`config.mk`:
```
export PLATFORM = sky130hd
export DESIGN_NAME = alu_arbiter
export DESIGN_NICKNAME = d
export VERILOG_FILES = /design/src/rtl/alu_arbiter.sv
export SDC_FILE = /design/constraint.sdc
export NUM_CORES = 1
export LEC_CHECK = 0
export ABC_CLOCK_PERIOD_IN_PS = 4300
export CAP_MARGIN = 10
export CORE_MARGIN = 1.5
export CORE_UTILIZATION = 55
export DETAILED_ROUTE_END_ITERATION = 12
export GPL_TIMING_DRIVEN = 0
export MAX_ROUTING_LAYER = met4
export PLACE_DENSITY = 0.78
export SLEW_MARGIN = 15
export SYNTH_ARGS = -nofsm -noshare
export SYNTH_HDL_FRONTEND = slang
export SYNTH_SLANG_ARGS = --single-unit
```
`constraint.sdc`:
```
create_clock -name clk -period 4.3 [get_ports clk]
set_input_delay 0.86 -clock clk [delete_from_list [all_inputs] [get_ports clk]]
set_output_delay 0.86 -clock clk [all_outputs]
set_load 0.005 [all_outputs]
```
`src/rtl/alu_arbiter.sv`:
```
// rtl/alu_arbiter.sv - two-requester arbiter in front of one shared 32-bit ALU

// Combinational ALU with {Overflow, CarryOut, Zero} flags; CarryOut means borrow on SUB.
module alu #(
    parameter int WIDTH = 32
) (
    input  logic [WIDTH-1:0] a,
    input  logic [WIDTH-1:0] b,
    input  logic [2:0]       op,
    output logic [WIDTH-1:0] result,
    output logic             overflow,
    output logic             carry_out,
    output logic             zero
);
    logic [WIDTH:0] sum;
    logic [WIDTH:0] diff;

    assign sum  = {1'b0, a} + {1'b0, b};
    assign diff = {1'b0, a} - {1'b0, b};

    // Operation decode; flags other than Zero are only meaningful for ADD/SUB.
    always_comb begin
        result    = '0;
        overflow  = 1'b0;
        carry_out = 1'b0;
        case (op)
            3'b000: result = a & b;
            3'b001: result = a | b;
            3'b010: begin
                result    = sum[WIDTH-1:0];
                carry_out = sum[WIDTH];
                overflow  = (a[WIDTH-1] == b[WIDTH-1]) && (sum[WIDTH-1] != a[WIDTH-1]);
            end
            3'b011: result = {{(WIDTH-1){1'b0}}, diff[WIDTH]};
            3'b100: result = a ^ b;
            3'b101: result = ~(a | b);
            3'b110: begin
                result    = diff[WIDTH-1:0];
                carry_out = diff[WIDTH];
                overflow  = (a[WIDTH-1] != b[WIDTH-1]) && (diff[WIDTH-1] != a[WIDTH-1]);
            end
            default: result = {{(WIDTH-1){1'b0}}, ($signed(a) < $signed(b))};
        endcase
    end

    assign zero = (result == '0);
endmodule

// Arbitrates two requesters onto the shared ALU: IDLE -> EXEC -> RESP.
module alu_arbiter #(
    parameter int DATA_WIDTH = 32
) (
    input  logic                  clk,
    input  logic                  resetn,
    input  logic                  req0_valid,
    output logic                  req0_ready,
    input  logic [DATA_WIDTH-1:0] req0_A,
    input  logic [DATA_WIDTH-1:0] req0_B,
    input  logic [2:0]            req0_op,
    input  logic                  req1_valid,
    output logic                  req1_ready,
    input  logic [DATA_WIDTH-1:0] req1_A,
    input  logic [DATA_WIDTH-1:0] req1_B,
    input  logic [2:0]            req1_op,
    output logic                  resp0_valid,
    input  logic                  resp0_ready,
    output logic                  resp1_valid,
    input  logic                  resp1_ready,
    output logic [DATA_WIDTH-1:0] resp_result,
    output logic [2:0]            resp_flags,
    output logic                  busy
);
    typedef enum logic [1:0] {
        S_IDLE = 2'd0,
        S_EXEC = 2'd1,
        S_RESP = 2'd2
    } state_t;

    state_t                state;
    logic                  last_grant;
    logic                  grant_id;
    logic [DATA_WIDTH-1:0] op_a;
    logic [DATA_WIDTH-1:0] op_b;
    logic [2:0]            op_code;

    logic                  gnt_sel;
    logic                  resp_hs;
    logic [DATA_WIDTH-1:0] alu_result;
    logic                  alu_ovf;
    logic                  alu_cout;
    logic                  alu_zero;

    // On a tie the requester that did not win last time gets the slot.
    assign gnt_sel    = (req0_valid && req1_valid) ? ~last_grant : req1_valid;
    assign req0_ready = resetn && (state == S_IDLE) && req0_valid && !gnt_sel;
    assign req1_ready = resetn && (state == S_IDLE) && req1_valid &&  gnt_sel;
    assign resp_hs    = grant_id ? resp1_ready : resp0_ready;

    alu #(.WIDTH(DATA_WIDTH)) u_alu (
        .a         (op_a),
        .b         (op_b),
        .op        (op_code),
        .result    (alu_result),
        .overflow  (alu_ovf),
        .carry_out (alu_cout),
        .zero      (alu_zero)
    );

    // Control FSM with registered response/busy outputs; reset drops any in-flight op.
    always_ff @(posedge clk or negedge resetn) begin
        if (!resetn) begin
            state       <= S_IDLE;
            last_grant  <= 1'b1;
            grant_id    <= 1'b0;
            op_a        <= '0;
            op_b        <= '0;
            op_code     <= '0;
            resp_result <= '0;
            resp_flags  <= '0;
            resp0_valid <= 1'b0;
            resp1_valid <= 1'b0;
            busy        <= 1'b0;
        end else begin
            case (state)
                S_IDLE: begin
                    if (req0_valid || req1_valid) begin
                        grant_id <= gnt_sel;
                        op_a     <= gnt_sel ? req1_A  : req0_A;
                        op_b     <= gnt_sel ? req1_B  : req0_B;
                        op_code  <= gnt_sel ? req1_op : req0_op;
                        state    <= S_EXEC;
                        busy     <= 1'b1;
                    end
                end
                S_EXEC: begin
                    resp_result <= alu_result;
                    resp_flags  <= {alu_ovf, alu_cout, alu_zero};
                    resp0_valid <= !grant_id;
                    resp1_valid <= grant_id;
                    state       <= S_RESP;
                end
                S_RESP: begin
                    if (resp_hs) begin
                        last_grant  <= grant_id;
                        resp0_valid <= 1'b0;
                        resp1_valid <= 1'b0;
                        busy        <= 1'b0;
                        state       <= S_IDLE;
                    end
                end
                default: begin
                    state <= S_IDLE;
                    busy  <= 1'b0;
                end
            endcase
        end
    end
endmodule
```
==> results of run 1 <==
==> what timing repair did <==
action / 4_1_cts / 5_1_grt
gates resized for setup: 0 / 6
setup endpoints to repair: 0 / 2
hold buffers: 0 / 0
==> cell type report <==
cell class,count,share of cell area (%)
multi-input combinational,1069,54.55
clock inverter,6,0.4317
sequential,109,20.92
clock buffer,9,1.727
timing repair buffer,180,13.96
buffer,90,2.868
tap,260,2.494
inverter,106,3.050
==> cell usage after synthesis (4+ instances only) <==
master / count / area [um2]
o21bai_1: 8 / 60.06
nand2b_1: 25 / 156.4
o221ai_1: 6 / 52.55
mux2_2: 4 / 45.04
o21a_1: 13 / 97.59
nor2_1: 167 / 626.9
nand2_1: 108 / 405.4
xnor2_1: 11 / 96.34
nor4_1: 15 / 93.84
mux2i_1: 87 / 870.8
a311oi_1: 8 / 70.07
clkbuf_1: 58 / 217.7
a21o_1: 13 / 97.59
o211ai_1: 25 / 187.7
and2_1: 5 / 31.28
ha_1: 102 / 1276
buf_2: 14 / 70.07
a211oi_1: 24 / 180.2
a2111oi_0: 5 / 43.79
inv_1: 104 / 390.4
a211o_1: 4 / 35.03
dfrtp_1: 108 / 2703
nor3_1: 24 / 120.1
nand3_1: 13 / 65.06
o31ai_1: 11 / 82.58
a31oi_1: 21 / 131.4
a22oi_1: 6 / 45.04
nand4_1: 16 / 100.1
buf_1: 15 / 56.30
nor2b_1: 8 / 50.05
a21oi_1: 179 / 895.9
a221oi_1: 5 / 43.79
o21ai_0: 82 / 410.4
o22ai_1: 8 / 50.05
==> cell usage in the layout, fill, tap and decap left out, drive strengths merged, types with 8 or more instances in the layout <==
| cell | Yosys | routed |
|---|---|---|
| dfrtp | 108 | 108 |
| nand3 | 13 | 13 |
| o21a | 13 | 13 |
| xnor2 | 11 | 11 |
| clkbuf | 58 | 69 |
| o21bai | 8 | 8 |
| a21oi | 180 | 180 |
| nor2 | 167 | 167 |
| nand4 | 16 | 16 |
| a21o | 13 | 13 |
| nor2b | 8 | 8 |
| ha | 102 | 102 |
| o211ai | 25 | 25 |
| inv | 105 | 107 |
| nand2b | 26 | 26 |
| nor3 | 25 | 25 |
| nand2 | 109 | 109 |
| a211oi | 26 | 26 |
| buf | 32 | 32 |
| o22ai | 8 | 8 |
| o21ai | 83 | 83 |
| a311oi | 8 | 8 |
| mux2i | 87 | 87 |
| o31ai | 12 | 12 |
| clkdlybuf4s50 | 0 | 178 |
| a31oi | 21 | 21 |
| nor4 | 16 | 16 |
==> cells by family after synthesis <==
family / after synthesis
AO/OA/AOI/OAI: 458
XOR/XNOR: 11
adder cells (fa/ha/maj): 104
buffers and inverters: 196
flip-flops: 109
multiplexers: 91
AND/OR/NAND/NOR: 405
==> sequential cells by signal, indices dropped and copies added, names as in the netlist <==
name	cells
op_a	32
op_b	32
resp_result	32
op_code	3
resp_flags	3
state	2
busy	1
grant_id	1
last_grant	1
resp0_valid	1
resp1_valid	1
==> per-layer routing <==
| layer | global-route usage [%] | share of wire, % |
|---|---|---|
| met1 | 56.09 | 43 |
| met2 | 59.15 | 43 |
| met3 | 8.167 | 11 |
| met4 | 12.81 | 2.9 |
| met5 | - | 0 |
==> worst reg2reg max path, cell delays in order, from the launching register on <==
cell and delay [ps]:
dfrtp_1 330, clkbuf_1 430, clkbuf_1 510, clkbuf_2 430, clkbuf_1 610, buf_2 400, buf_1 460, a211oi_1 150
a21oi_1 310, nand4_1 210, o41ai_2 340
==> stage by stage <==
step                utilization, %  worst slack [ps]
floorplan                        -              1007
global placement             67.54             -2528
detailed placement           67.69             45.22
CTS                          69.19             18.16
global route                 69.27            -96.60
finish                       69.27             25.96
==> path summary, 6_finish.rpt <==
path / end / slack [ps] / depth (start not counted)
setup / recovery: resp_flags[0] / 30 / 10
hold / removal: op_a[8] / 400 / 1
setup reg to reg: resp_flags[0] / 30 / 10
hold reg to reg: resp_result[8] / 490 / 2
max in group asynchronous: last_grant / 3170 / 2
min in group clk: resp_result[8] / 490 / 2
==> run metrics, run 1 <==
status=finished, final reports clean; slowest stage delay, CP=600 ps; Global Route Usage Sum=40.43%; post-place instance area=12750 um2; placed cell count=approximately 1800; Final Slew Violations=0; final cell count without fillers=1829; worst-path cell chain=clkbuf_1 > clkbuf_1 > clkbuf_2 > clkbuf_1 > buf_2 > buf_1 > a211oi_1 > a21oi_1 > nand4_1 > o41ai_2; Port Buffers=179; Post-Route Setup TNS=0 ps; Synth Area in Compound Gates=27.65%; cells after synthesis=1374; TritonRoute pass-1 iters=10; Synthesized Nets=about 1600; Final Skew=between 10 and 15 ps; Max Cap Viol=0; mux share of post-synthesis cell area=between 8 and 9%; Seq/Total Area, Yosys=about a quarter; synthesized area=10600 um2; CP top delay family=buffers and inverters; final hold vios=0; synth unique cells=85; Final Setup Violations=0; endpoint class of the critical path=register; RSZ-0062 raised after global routing=true; Slew headroom=18.19%; async set-reset flop share out of synthesis=100.0%; FP Rows=50; post-synthesis adder-cell area fraction=about an eighth; Ant. Diodes=0; CTS tree=built; Most Frequent Cell on Critical Path=clkbuf_1; clock buffer depth=2; DR vias/cell=6.307; hold crit path type=in2async; antenna-violating nets left=0; gpl congestion=roughly 1.1; crit share post-route=99.40%; synthesis-to-layout area growth=23.04%; critical path peak fanout=10; crit path buf inv count=6; H-tree depth=3; Synth Area per Inst=between 7 and 8 um2; average routed wire per standard cell=21.29 um; #FFs+latches synth=109; gr ovfl total=0; Slowest cell on crit path=clkbuf_1; HPWL after detailed placement=30650 um; FMAX=0.2340 GHz; Ys Warns=0; CP required=between 4000 and 5000 ps; r2r startpoint=op_code[2]; worst hold slack=395.2 ps; vias in the first global route=between 10000 and 15000; post-synthesis xor/xnor area fraction=0.9088%; clock tree sinks=109; Post-CTS Repair Setup Buffers=0; number of flops mapped to enable cells by yosys=0; # IOs=180; Die Wd=about 140 um; antenna violations before repair=0; Core Area=18830 um2; main combinational cell family by area after synthesis=compound AO/OA/AOI/OAI gates; Simple-Gate Fraction of Synth Area=17.40%; clock slew at reported path FFs=80 ps; CP startpoint kind=register; nets=between 1500 and 2000; DRC Markers=0; DRT iter0 DRCs=1414; drt total wl=slightly below 40000 um; Top FF cell, synth=dfrtp_1; die footprint=20120 um2; final instance area=13040 um2; Vias=11540; die height=around 140 um; Num CTS Buffers=9; register area=around 2700 um2; CP arrival=4540 ps; Multi-input gate area=7116 um2; fin crit period=4274 ps; Clock Latency Late Sink=approximately 380 ps; first-pass GRT wire length=61000 um; fraction of layout cells with a size suffix above 1=between 4 and 5%; number of fillers in the final layout=1577; Root Driver=clkbuf_16; Setup CP Type=reg2reg; Initial Util=a little under three fifths; worst-margin pin slew=around 1200 ps; largest net degree at the start of global routing=70; worst setup path start=op_code[2]
Power of run 1 is not shown: default switching activity piles up to over one toggle a cycle in this logic, so the estimate is an artifact.
==> inputs of run 2 (changes only) <==
--- a/constraint.sdc
+++ b/constraint.sdc
@@ -3,2 +3,2 @@
 set_output_delay 0.86 -clock clk [all_outputs]
-set_load 0.005 [all_outputs]
+set_load 0.1 [all_outputs]
==> run metrics, run 2 (same netlist as run 1, synthesis figures left out) <==
Initial Util=56.30%; CP arrival=around 4400 ps; Vias=11580; most frequent cells in the layout=a21oi_1, clkdlybuf4s50_1, nor2_1, nand2_1, dfrtp_1; clock buffer depth=2; Final Slew Violations=0; crit share post-route=96.98%; vias in the first global route=roughly 11000; Multi-input gate area=7147 um2; DRT iter0 DRCs=1357; Most Frequent Cell on Critical Path=a21oi_1; Setup CP Type=reg2reg; DRC Markers=0; drt total wl=roughly 39000 um; CTS hold repair buffers=0; Core Area=18830 um2; H-tree depth=3; gr ovfl total=0; CTS tree=built; antenna violations before repair=0; clock slew at reported path FFs=90 ps; clock tree sinks=109; fin crit period=4170 ps; critical path peak fanout=5; synthesis-to-layout area growth=23.42%; average routed wire per standard cell=21.35 um; commonest non-fill, non-tap cell in the layout=a21oi_1; Clock Latency Late Sink=380 ps; worst-path cell chain=ha_1 > fa_1 > a211oi_1 > o41ai_4 > a21boi_1 > a31oi_1 > a31oi_2 > o21ai_0 > a21oi_1 > xnor2_1 > a21oi_1 > nand4_1 > o41ai_2; Max Cap Viol=0; hold crit path type=in2async; CP startpoint kind=register; status=finished, final reports clean; gpl congestion=1.051; biggest regs=op_a: 32 flops, op_b: 32 flops, resp_result: 32 flops; endpoint class of the critical path=register; Slowest cell on crit path=a211oi_1; Root Driver=clkbuf_16; die height=approximately 140 um; fraction of layout cells with a size suffix above 1=under 10%; Final Worst Setup Slack=129.7 ps; # IOs=180; worst-margin pin slew=1258 ps; FP Rows=50; nets=1810; Port Buffers=roughly 180; Global Route Usage Sum=approximately two fifths; HPWL after detailed placement=30650 um; slowest stage delay, CP=roughly 500 ps; number of fillers in the final layout=1569; pre-CTS WS=-588.1 ps; first-pass GRT wire length=61030 um; CP required=4560 ps; register area=2729 um2; die footprint=20120 um2; Ant. Diodes=0; largest net degree at the start of global routing=70; antenna-violating nets left=0; Final Skew=13.81 ps; DR vias/cell=roughly 6.3; final hold vios=0; Slew headroom=16.15%; Final Setup Violations=0; Die Wd=141.8 um; Num CTS Buffers=9; FMAX=0.2398 GHz; TritonRoute pass-1 iters=6
==> run 2: cell count changes in the layout (fill, tap and decap cells not counted), sizes merged <==
cell,delta
buf,+2
clkbuf,-1
clkdlybuf4s15,+1
dlygate4sd2,+1
clkdlybuf4s50,-2
==> run 2: final timing paths <==
| path | startpoint | to | slack (ps) | cells past startpoint |
|---|---|---|---|---|
| setup / recovery | op_b[0] | resp_flags[0] | 130 | 13 |
| hold / removal | resetn | op_a[8] | 390 | 1 |
| setup reg to reg | op_b[0] | resp_flags[0] | 130 | 13 |
| hold reg to reg | resp_result[4] | resp_result[4] | 490 | 2 |
| max in group asynchronous | resetn | last_grant | 3160 | 2 |
| min in group clk | resp_result[4] | resp_result[4] | 490 | 2 |
==> run 2: final cells by class <==
cell class / instances / area share, %
tap: 260 / 2.486
inverter: 106 / 3.041
sequential: 109 / 20.86
clock inverter: 6 / 0.4303
clock buffer: 9 / 1.721
timing repair buffer: 181 / 13.97
buffer: 90 / 2.869
multi-input combinational: 1069 / 54.62
==> run 2: worst max-delay path, delay by kind of cell (launching register included) <==
| family | cells | cell delay, ps |
|---|---|---|
| AND/OR/NAND/NOR | 1 | 160 |
| AO/OA/AOI/OAI | 9 | 2600 |
| XOR/XNOR | 1 | 80 |
| flip-flops | 1 | 460 |
| adder cells (fa/ha/maj) | 2 | 740 |
==> run 2: metal layers <==
layer | GRT usage (%) | wire, um | part of all wire (%) | vias to the layer above
met1 | 56.14 | 16800 | 43 | 5475
met2 | 59.15 | 16800 | 43 | 725
met4 | 12.81 | 1202 | 3.1 | 0
met3 | 8.167 | 4272 | 11 | 104
met5 | - | 0 | 0 | -
li1 | - | - | - | 5274
==> run 2: through the flow <==
stage | cell area [um2] | std cells | setup TNS [ps] | hold WS [ps] | util (%)
final | 13080 | 1830 | 0 | 392.8 | 69.48
after global routing | 13080 | 1830 | -33.23 | 433.3 | 69.48
after CTS | 13030 | 1829 | 0 | 422.8 | 69.20
after detailed placement | 12750 | 1814 | -890.0 | 468.6 | 67.69
after global placement | 12720 | 1813 | -192180 | 451.9 | 67.54
after floorplan | 10600 | 1374 | 0 | 505.4 | -
==> run 2: repair_timing <==
action,in CTS,in global routing
pin swaps,0,1
buffers inserted,0,1
setup endpoints to repair,2,1
gates resized for setup,5,11
Power of run 2 is left out for the same reason.
